`config.mk`:
```
export PLATFORM = sky130hd
export DESIGN_NAME = mux_n_1_scan
export DESIGN_NICKNAME = d
export VERILOG_FILES = /design/src/rtl/mux_n_1_scan_pkg.sv /design/src/rtl/mux_n_1_scan_rr_next_ch.sv /design/src/rtl/mux_n_1_scan.sv
export SDC_FILE = /design/constraint.sdc
export NUM_CORES = 1
export LEC_CHECK = 0
export ABC_CLOCK_PERIOD_IN_PS = 6000
export CORE_ASPECT_RATIO = 1.75
export CORE_MARGIN = 3
export CORE_UTILIZATION = 40
export CTS_CLUSTER_SIZE = 16
export DETAILED_ROUTE_END_ITERATION = 16
export PLACE_DENSITY = 0.78
export SYNTH_ARGS = -nofsm -noshare
export SYNTH_HDL_FRONTEND = slang
export SYNTH_SLANG_ARGS = --single-unit
```
`constraint.sdc`:
```
create_clock -name i_clk -period 6 [get_ports i_clk]
set_input_delay 1.2 -clock i_clk [delete_from_list [all_inputs] [get_ports i_clk]]
set_output_delay 1.2 -clock i_clk [all_outputs]
set_load 0.1 [all_outputs]
```
`src/rtl/mux_n_1_scan_pkg.sv`:
```
`default_nettype none
// ============================================================================
// Module  : mux_scan_pkg
// Purpose : Shared definitions for the mux_n_1_scan selector: mode encoding,
//           scan FSM state type and an elaboration-time clog2 helper.
// Ports   : none (package)
// Revision: 1.0 - initial release
// ============================================================================
package mux_scan_pkg;

  localparam logic MODE_MAN  = 1'b0;
  localparam logic MODE_SCAN = 1'b1;

  typedef enum logic [1:0] {
    S_IDLE  = 2'd0,
    S_MAN   = 2'd1,
    S_DWELL = 2'd2
  } state_e;

  // Ceiling log2, usable in parameter expressions. clog2(1) = 0.
  function automatic int clog2(input int value);
    int res;
    int v;
    res = 0;
    v   = value - 1;
    while (v > 0) begin
      res = res + 1;
      v   = v >> 1;
    end
    return res;
  endfunction

endpackage
`default_nettype wire

```
`src/rtl/mux_n_1_scan_rr_next_ch.sv`:
```
`default_nettype none
// ============================================================================
// Module  : rr_next_ch
// Purpose : Combinational round-robin search. Returns the first set mask bit
//           strictly after i_cur, searching upward and wrapping N_CH-1 -> 0.
//           If i_cur is the only set bit, i_cur itself is returned.
// Ports   : i_cur        current channel index
//           i_mask       channel participation mask (1 = eligible)
//           o_nxt        next eligible index (i_cur when none is eligible)
//           o_none_valid 1 when the mask is all zeros
// Revision: 1.0 - initial release
// ============================================================================
module rr_next_ch
  import mux_scan_pkg::*;
#(
  parameter  int N_CH  = 8,
  localparam int SEL_W = clog2(N_CH)
) (
  input  logic [SEL_W-1:0] i_cur,
  input  logic [N_CH-1:0]  i_mask,
  output logic [SEL_W-1:0] o_nxt,
  output logic             o_none_valid
);

  // One extra bit so cur + 1 + offset (at most 2*N_CH-1) never overflows.
  localparam int IDX_W = SEL_W + 1;

  logic [2*N_CH-1:0] w_dbl;
  logic [N_CH-1:0]   w_rot;
  logic [IDX_W-1:0]  w_shift;
  logic [IDX_W-1:0]  w_pos;
  logic [IDX_W-1:0]  w_sum;
  logic              w_found;

  // Rotate so that bit 0 of w_rot is channel cur+1; the doubled mask makes
  // the wrap-around free.
  assign w_dbl   = {i_mask, i_mask};
  assign w_shift = IDX_W'(i_cur) + IDX_W'(1);
  assign w_rot   = N_CH'(w_dbl >> w_shift);

  // Lowest set bit of the rotated mask = nearest eligible channel upward.
  always_comb begin
    w_pos   = '0;
    w_found = 1'b0;
    for (int k = N_CH - 1; k >= 0; k--) begin
      if (w_rot[k]) begin
        w_pos   = IDX_W'(k);
        w_found = 1'b1;
      end
    end
  end

  // Un-rotate back to an absolute channel index.
  assign w_sum = w_shift + w_pos;

  always_comb begin
    o_nxt = i_cur;
    if (w_found) begin
      if (w_sum >= IDX_W'(N_CH)) begin
        o_nxt = SEL_W'(w_sum - IDX_W'(N_CH));
      end else begin
        o_nxt = SEL_W'(w_sum);
      end
    end
  end

  assign o_none_valid = ~|i_mask;

endmodule
`default_nettype wire

```
`src/rtl/mux_n_1_scan.sv`:
```
`default_nettype none
// ============================================================================
// Module  : mux_n_1_scan
// Purpose : Registered N_CH:1 multiplexer with manual select and a
//           round-robin auto-scan mode that dwells DWELL cycles on each
//           unmasked channel. One cycle latency from inputs to o_f.
// Ports   : i_clk       rising-edge clock
//           i_rst       synchronous active-high reset
//           i_en        global enable (0: o_f forced to 0, scan frozen)
//           i_mode      0 = manual, 1 = auto-scan
//           i_sel_code  manual channel index
//           i_ch_mask   per-channel participation (masked channel outputs 0)
//           i_data      packed channel data, channel k at [k*W +: W]
//           o_f         registered selected data
//           o_ch        registered index of the channel on o_f
//           o_ch_chg    one-cycle pulse coincident with o_ch changing
// Revision: 1.0 - initial release
// ============================================================================
module mux_n_1_scan
  import mux_scan_pkg::*;
#(
  parameter  int N_CH  = 8,
  parameter  int W     = 2,
  parameter  int DWELL = 4,
  localparam int SEL_W = clog2(N_CH)
) (
  input  logic              i_clk,
  input  logic              i_rst,
  input  logic              i_en,
  input  logic              i_mode,
  input  logic [SEL_W-1:0]  i_sel_code,
  input  logic [N_CH-1:0]   i_ch_mask,
  input  logic [N_CH*W-1:0] i_data,
  output logic [W-1:0]      o_f,
  output logic [SEL_W-1:0]  o_ch,
  output logic              o_ch_chg
);

  localparam int               CNT_W    = clog2(DWELL) + 1;
  localparam logic [CNT_W-1:0] CNT_LAST = CNT_W'(DWELL - 1);

  state_e           state_q, state_d;
  logic [CNT_W-1:0] cnt_q, cnt_d;
  logic [SEL_W-1:0] ch_q, ch_d;
  logic [W-1:0]     f_q, f_d;
  logic             chg_q, chg_d;
  logic             drive;

  logic [W-1:0]     w_ch_data [N_CH];
  logic [SEL_W-1:0] w_rr_nxt;
  logic             w_none_valid;
  logic             w_sel_ok;

  // Unpack the flat data bus into an indexable array.
  for (genvar k = 0; k < N_CH; k++) begin : g_unpack
    assign w_ch_data[k] = i_data[k*W +: W];
  end

  rr_next_ch #(
    .N_CH (N_CH)
  ) u_rr_next_ch (
    .i_cur        (ch_q),
    .i_mask       (i_ch_mask),
    .o_nxt        (w_rr_nxt),
    .o_none_valid (w_none_valid)
  );

  // Only meaningful for non-power-of-2 N_CH, where the select field can
  // encode indices that have no channel behind them.
  assign w_sel_ok = ({1'b0, i_sel_code} < (SEL_W + 1)'(N_CH));

  always_ff @(posedge i_clk) begin
    if (i_rst) begin
      state_q <= S_IDLE;
      cnt_q   <= '0;
      ch_q    <= '0;
      f_q     <= '0;
      chg_q   <= 1'b0;
    end else begin
      state_q <= state_d;
      cnt_q   <= cnt_d;
      ch_q    <= ch_d;
      f_q     <= f_d;
      chg_q   <= chg_d;
    end
  end

  always_comb begin
    // Defaults describe the disabled cycle: everything holds, output zero.
    state_d = state_q;
    cnt_d   = cnt_q;
    ch_d    = ch_q;
    f_d     = '0;
    chg_d   = 1'b0;
    drive   = 1'b0;

    if (i_en) begin
      unique case (i_mode)
        MODE_MAN: begin
          state_d = S_MAN;
          cnt_d   = '0;
          if (w_sel_ok) begin
            ch_d  = i_sel_code;
            drive = i_ch_mask[i_sel_code];
          end
        end

        MODE_SCAN: begin
          if (w_none_valid) begin
            // Nothing to scan: park on the current channel, output zero.
            state_d = S_IDLE;
            cnt_d   = '0;
          end else begin
            state_d = S_DWELL;
            if (state_q != S_DWELL) begin
              // Entering the scan: start a fresh dwell on the current
              // channel, unless it is masked, in which case move on now.
              cnt_d = '0;
              if (!i_ch_mask[ch_q]) begin
                ch_d = w_rr_nxt;
              end
            end else if (!i_ch_mask[ch_q] || (cnt_q == CNT_LAST)) begin
              // Dwell expired, or the channel was masked under us.
              ch_d  = w_rr_nxt;
              cnt_d = '0;
            end else begin
              cnt_d = cnt_q + CNT_W'(1);
            end
            drive = i_ch_mask[ch_d];
          end
        end

        default: begin
          state_d = state_q;
        end
      endcase

      if (drive) begin
        f_d = w_ch_data[ch_d];
      end
      chg_d = (ch_d != ch_q);
    end
  end

  assign o_f      = f_q;
  assign o_ch     = ch_q;
  assign o_ch_chg = chg_q;

endmodule
`default_nettype wire

```
* Yosys cells after proc, flatten, opt, wreduce, memory -nomap -nowiden
Index checks and enable logic that the tools add are counted.
** Operators by class
- Add/sub/neg operators :: 4
- Magnitude comparators :: 5
- Eq/ne operators :: 3
- Shifts and indexed selects :: 1
- Multiplexer cells :: 45
- Bitwise gates (word level) :: 4
- Reduce and logical (&&, ||, !) cells :: 5
** Operators with widths (number)
- $mux 3 :: 21
- $shr 16x4->8 :: 1
- $mux 1 :: 13
- $lt 3x4->1 const B :: 3
- $pmux 3 s2 :: 2
- $bmux 1 s3 :: 3
- $ge 4x4->1 const B :: 2
- $reduce_or 8->1 :: 1
- $bmux 2 s3 :: 1
- $mux 2 :: 3
- $add 3x1->4 const B :: 1
- $add 4x3->4 :: 1
- $not 3->4 :: 1
- $pmux 2 s2 :: 1
- $add 3x1->3 const B :: 1
- $eq 3x2->1 const B :: 1
- $ne 3x3->1 :: 1
- $not 1->1 :: 3
- $reduce_or 3->1 :: 1
- $sub 3x1->3 const B :: 1
- $ne 2x2->1 const B :: 1
- $pmux 1 s2 :: 1
- $reduce_or 2->1 :: 1
- $logic_not 1->1 :: 1
- $logic_or 1x1->1 :: 1
** Storage, ports and cells
- Bits in registers :: 11
- Input bits :: 31
- Output and inout bits :: 6
- Word-level logic and storage cells :: 72

* Logic depth before layout (Yosys ltp)
- Depth in word-level cells :: 26
- Mapped depth :: 18
- Depth with buffers taken out :: 16

* Hierarchy
From an unflattened synthesis, not the netlist that was laid out.
** Unflattened totals
- Cells, all modules :: 224
- Area total of the unflattened synthesis :: 1925.6 um2
** By module, submodules not included
- mux_n_1_scan :: instances 1, cells an instance 128, area each 1183.6 um2, sequential area each 220.2 um2
- rr_next_ch :: instances 1, cells an instance 96, area each 742.0 um2, sequential area each 0.0 um2

* Worst setup path after synthesis
No wires, ideal clock.
- Path type :: flip-flop to flip-flop
- Start point :: register ch_q[1] (netlist: o_ch[1])
- End point :: register f_q[0] (netlist: o_f[0])
- Setup time :: 115 ps
- Data arrival time :: 5116 ps
- Required time :: 5885 ps
- Path slack :: 769 ps
- Stages on the path, launching flop included :: 18
- Buffers on the path :: 2
- Period minus slack after synthesis :: 5231 ps
- Cells stage by stage :: dfxtp_1 buf_6 buf_2 mux2_2 nor2_1 a21oi_1 a211oi_1 o311ai_0 a311oi_1 nor2_1 ha_1 fa_1 a22oi_1 a41oi_4 a221oi_4 mux4_1 mux2_2 and2_1
** Between the ends
- Word-level cells in the longest chain between the ends :: 26
- Elaborated cells between the ends (all ways) :: 47
- Classes of those cells :: add/sub: 3; order compare: 1; shift: 1; mux: 37; bitwise: 2; reduce/logical: 3
** RTL lines
- from (decl) :: RTL line mux_n_1_scan.sv:44 : logic [SEL_W-1:0] ch_q, ch_d;
- from (signal assigned) :: RTL line mux_n_1_scan.sv:82 : ch_q <= ch_d;
- $add 3x1->4 :: RTL line mux_n_1_scan_rr_next_ch.sv:38 : assign w_shift = IDX_W'(i_cur) + IDX_W'(1);
- $shr 16x4->8 :: RTL line mux_n_1_scan_rr_next_ch.sv:39 : assign w_rot = N_CH'(w_dbl >> w_shift);
- $mux 3 (8 in a row) :: RTL line mux_n_1_scan_rr_next_ch.sv:46 : if (w_rot[k]) begin
- $add 4x3->4 :: RTL line mux_n_1_scan_rr_next_ch.sv:54 : assign w_sum = w_shift + w_pos;
- $ge 4x4->1 / $sub 3x1->3 (equally long branches) :: RTL line mux_n_1_scan_rr_next_ch.sv:59, mux_n_1_scan_rr_next_ch.sv:60
- $mux 3 :: RTL line mux_n_1_scan_rr_next_ch.sv:59 : if (w_sum >= IDX_W'(N_CH)) begin
- $mux 3 :: RTL line mux_n_1_scan_rr_next_ch.sv:58 : if (w_found) begin
- $mux 3 (on tied branches) :: RTL line mux_n_1_scan.sv:122, mux_n_1_scan.sv:119
- [3 not listed]
- $mux 3 :: RTL line mux_n_1_scan.sv:97 : if (i_en) begin
- $bmux 1 s3 / $mux 3 (equally long branches) :: RTL line mux_n_1_scan.sv:129, mux_n_1_scan.sv:109
- $mux 1 (not written as such) / $pmux 3 s2 (equally long branches) :: RTL line mux_n_1_scan.sv:129, mux_n_1_scan.sv:98
- $mux 1 / $mux 3 (equally long branches) :: RTL line mux_n_1_scan.sv:109, mux_n_1_scan.sv:97
- $pmux 1 s2 / $not 3->4 (equally long branches) :: RTL line mux_n_1_scan.sv:98, mux_n_1_scan.sv:139
- $mux 1 / $bmux 2 s3 (equally long branches) :: RTL line mux_n_1_scan.sv:97, mux_n_1_scan.sv:139
- $not 1->1 (no source line) / $mux 2 (equally long branches)
- $reduce_or 3->1 (no source line) / $mux 2 (equally long branches)
- to (signal assigned) :: RTL line mux_n_1_scan.sv:77 : f_q <= '0;
- to (signal assigned) :: RTL line mux_n_1_scan.sv:83 : f_q <= f_d;
- to (decl) :: RTL line mux_n_1_scan.sv:45 : logic [W-1:0] f_q, f_d;
Several ways; a longest one is shown, not always the timed one. The select of a mux whose other input is x is not followed.
A chain may end at the register's enable or synchronous reset.

* Final worst setup path
- Start point :: input i_ch_mask[5]
- End point :: register f_q[0] (netlist: o_f[0])
** Between the ends
- Word-level cells in the longest chain between the ends :: 25
- Elaborated cells between the ends (all ways) :: 49
- Classes of those cells :: add/sub: 2; order compare: 1; shift: 1; mux: 39; bitwise: 2; reduce/logical: 4
** RTL lines
- from (decl) :: RTL line mux_n_1_scan.sv:32 : input logic [N_CH-1:0] i_ch_mask,
- $shr 16x4->8 :: RTL line mux_n_1_scan_rr_next_ch.sv:39
- $mux 3 (8 in a row) :: RTL line mux_n_1_scan_rr_next_ch.sv:46
- $add 4x3->4 :: RTL line mux_n_1_scan_rr_next_ch.sv:54
- $ge 4x4->1 / $sub 3x1->3 (equally long branches) :: RTL line mux_n_1_scan_rr_next_ch.sv:59, mux_n_1_scan_rr_next_ch.sv:60
- $mux 3 :: RTL line mux_n_1_scan_rr_next_ch.sv:59
- $mux 3 :: RTL line mux_n_1_scan_rr_next_ch.sv:58
- $mux 3 (on tied branches) :: RTL line mux_n_1_scan.sv:122, mux_n_1_scan.sv:119
- $mux 3 :: RTL line mux_n_1_scan.sv:115 : if (state_q != S_DWELL) begin
- [2 not listed]
- $mux 3 :: RTL line mux_n_1_scan.sv:97
- $bmux 1 s3 / $mux 3 (equally long branches) :: RTL line mux_n_1_scan.sv:129, mux_n_1_scan.sv:109
- $mux 1 (not written as such) / $pmux 3 s2 (equally long branches) :: RTL line mux_n_1_scan.sv:129, mux_n_1_scan.sv:98
- $mux 1 / $mux 3 (equally long branches) :: RTL line mux_n_1_scan.sv:109, mux_n_1_scan.sv:97
- $pmux 1 s2 / $not 3->4 (equally long branches) :: RTL line mux_n_1_scan.sv:98, mux_n_1_scan.sv:139
- $mux 1 / $bmux 2 s3 (equally long branches) :: RTL line mux_n_1_scan.sv:97, mux_n_1_scan.sv:139
- $not 1->1 (no source line) / $mux 2 (equally long branches)
- $reduce_or 3->1 (no source line) / $mux 2 (equally long branches)
Several ways; a longest one is shown, not always the timed one. The select of a mux whose other input is x is not followed.

==> summary.txt <==
Floorplanning
  • Die Ht: 88.2 um
  • Starting Density: 42.2%
  • Die area: 4670 sq um
  • CORE AREA: 3660 sq um
  • Io pins: 37
  • Cell Rows: 29
  • Die width: 53.0 um

Routing
  • Detailed-route DRC error count: 0
  • DR WL/cell: 17.6 um
  • DR pass1 iterations: 4
  • Post-route ant nets: 0
  • Vias: 1563
  • Wirelength, routed: 4580 um
  • Initial DRC count: 56
  • Vias per inst: 6.01

Clock network
  • Clk Latency, worst-skew pair: 0.24 ns
  • Inserted Clock Buffers: 3
  • CTS root buf: clkbuf_8
  • Htree depth: 1
  • Clock sink total: 11
  • Post-CTS resize count: 0
  • Cts hold-fix bufs: 0
  • Setup repair bufs after CTS: 0
  • Longest Clk Path Bufs: 2
  • Clk pin slew, worst setup/hold paths: 0.05 ns
  • CTS tree: done

Flow run
  • Max Cap Viol: 0

Outcome
  • Status: finished clean

Synth
  • Yosys top cell area share: 14.3%
  • Number of synthesized flops with an enable pin: 0
  • Mean Syn Cell Area: 9.04 sq um
  • Synthesized area: 1550 sq um
  • Synth cell types: 54
  • Post-Syn Instances: 171
  • Most used DFF post-synth: dfxtp_1
  • Synth warn: 0
  • Asr flop ratio synth: 0%
  • Post-Syn Nets: 206
  • Cell taking the most area after synthesis: dfxtp_1
  • Ranking of synthesized cells by area: dfxtp_1 14%, mux2i_1 8.4%, mux4_2 7.3%
  • Register area share after synthesis: 14.3%
  • #FFs+latches synth: 11

Timing
  • Final count of hold timing violations: 0
  • RSZ-0062 raised after global routing: no
  • Count of final max-slew check failures: 0
  • FMAX: 0.175 GHz
  • Setup TNS: 0 ns
  • Worst-margin pin slew: 0.979 ns
  • Min Hold Slack: 0.463 ns
  • Fin crit period: 5.72 ns
  • Fin crit share: 95.3%
  • Max-slew headroom: 34.5%
  • Skew final: 0.00401 ns
  • # setup viols final: 0

Placement
  • Port bufs: 36
  • Placed cell area: 2000 sq um
  • Hpwl dp: 3740 um
  • RD Place Congestion: 0.895
  • Post-Place Cells: 256

Global routing
  • GRT overflow: 0
  • Largest net degree at the start of global routing: 19
  • Global-route wire length before repair: 7040 um
  • GR Util All Layers: 20.4%
  • Number of global-route vias before repair: 1553
  • Antenna violations before repair: 0

Min path
  • Tightest Hold Check Type: reg -> reg
  • Min-delay src: state_q[1]$_SDFFE_PP0P_

Finish
  • Register area: 220 sq um
  • Fill cells: 332
  • Layout cells sized above 1: 18.2%
  • Post-Layout Cell Count: 260
  • Multi-input gate area: 1230 sq um
  • Finished Cell Area: 2050 sq um
  • Area grow syn2layout: 32.4%
  • Layout Nets: 250
  • Diodes inserted: 0

Worst setup path
  • Crit path from: i_ch_mask[5]
  • CP arrival: 5.85 ns
  • Reg2reg start: o_ch[1]$_SDFFE_PP0P_
  • Worst-path cell chain: clkdlybuf4s50_1 > mux2i_1 > mux4_2 > nand2_1 > a211oi_1 > o311ai_0 > a311oi_1 > nor2_1 > ha_1 > fa_1 > a22oi_1 > a41oi_4 > a221oi_4 > mux4_1 > mux2_2 > and2_1
  • Crit-path leading delay family: compound AO/OA/AOI/OAI gates
  • Worst EP required: 6.13 ns
  • Worst R2R Setup Slack: 0.85 ns
  • Crit-path max FO: 5
  • Setup crit end kind: flop
  • CP max-delay cell: mux4_1
  • Worst setup SP type: input pin
  • CP Class: in -> reg
  • Worst path max stage delay: 0.62 ns
  • CP Buf/Inv Count: 1

Power
  • P_leak: 0.000742 uW
  • IR drop worst, VDD: 0.000122 V
  • Power per cell area: 209 nW/um^2
[routing by layer]
layer  vias up  track usage [%]  wire [um]  part of all wire (%)
met1       741             19.1       1610                    35
met4         0             14.9        249                   5.4
met3        19             1.35        118                   2.6
li1        753                -          -                     -
met5         -                0          0                     0
met2        50             39.1       2590                    57
[flip-flops by register name (all words and copies together) (netlist names)]
signal    cells
o_ch          3
state_q       2
o_f           2
o_ch_chg      1
cnt_q         3
[cell usage in the layout (no fill, tap or decap), types with 3 or more instances in the layout]
cell type / n
nand4_1: 5
and2_1: 4
nand2_1: 11
mux4_2: 5
buf_4: 12
a311oi_1: 3
nor2_1: 21
o21ai_0: 4
mux2i_1: 13
dfxtp_1: 11
mux2_2: 8
a22oi_1: 4
a21oi_1: 8
inv_1: 10
clkdlybuf4s50_1: 36
ha_1: 3
a211oi_1: 5
clkbuf_8: 3
mux4_1: 4
xnor2_1: 4
[area by class of cell]
class / count / area share (%)
Multi-Input combinational cell: 141 / 60.4
Sequential cell: 11 / 10.8
Inverter: 10 / 1.83
Timing Repair Buffer: 48 / 22.0
Clock buffer: 4 / 2.20
Tap cell: 46 / 2.81
[report_power, final]
part / leakage, uW / internal, uW / total (uW) / switching (uW)
Combinational: 0.000629 / 117 / 262 / 145
Clock: 0.0000228 / 46.7 / 75.8 / 29.0
Sequential: 0.0000902 / 78.2 / 90.3 / 12.1
Total: 0.000742 / 242 / 428 / 186
[final timing paths]
path | end | depth (start not counted)
max | o_f[0]$_SDFF_PP0_ | 16
min | state_q[1]$_SDFFE_PP0P_ | 2
max reg2reg | o_f[0]$_SDFF_PP0_ | 15
min reg2reg | state_q[1]$_SDFFE_PP0P_ | 2
[synth_stat cells, types with 2 or more instances]
library cell / number
nand3_1: 2
a32oi_1: 2
clkbuf_1: 4
o211ai_1: 2
buf_6: 2
a211oi_1: 5
mux4_1: 4
nor2_1: 21
ha_1: 3
o21ai_0: 4
xnor2_1: 4
mux2_2: 8
inv_1: 10
o311ai_0: 2
a311oi_1: 3
a31oi_1: 2
and2_1: 4
mux4_2: 5
a21oi_1: 8
a22oi_1: 4
buf_2: 3
nand2_1: 11
nand4_1: 5
mux2i_1: 13
dfxtp_1: 11
[tightest hold or removal path, stage by stage, from the launching register on]
cell     delay (ns)
dfxtp_1        0.30
nand2_1        0.06
a21oi_1        0.06
[cell families (layout without fill, tap and decap cells)]
logic type,after synthesis,in the layout,synth area share (%)
fa+ha+maj,4,4,3.73
buf+inv,19,62,5.83
compound gates,47,47,25.3
xor+xnor,4,4,2.27
flops,11,11,14.3
simple gates,54,54,18.4
mux,32,32,30.2
[through the flow]
stage | power, uW | utilization (%) | worst slack [ns]
floorplan | 276 | - | 0.769
global placement | 346 | 54.6 | 0.227
detailed placement | 349 | 54.6 | 0.102
CTS | 427 | 55.8 | 0.342
global route | 454 | 55.8 | 0.129
finish | 428 | 55.8 | 0.283
Note: power is estimated with default switching activity, not from simulation.
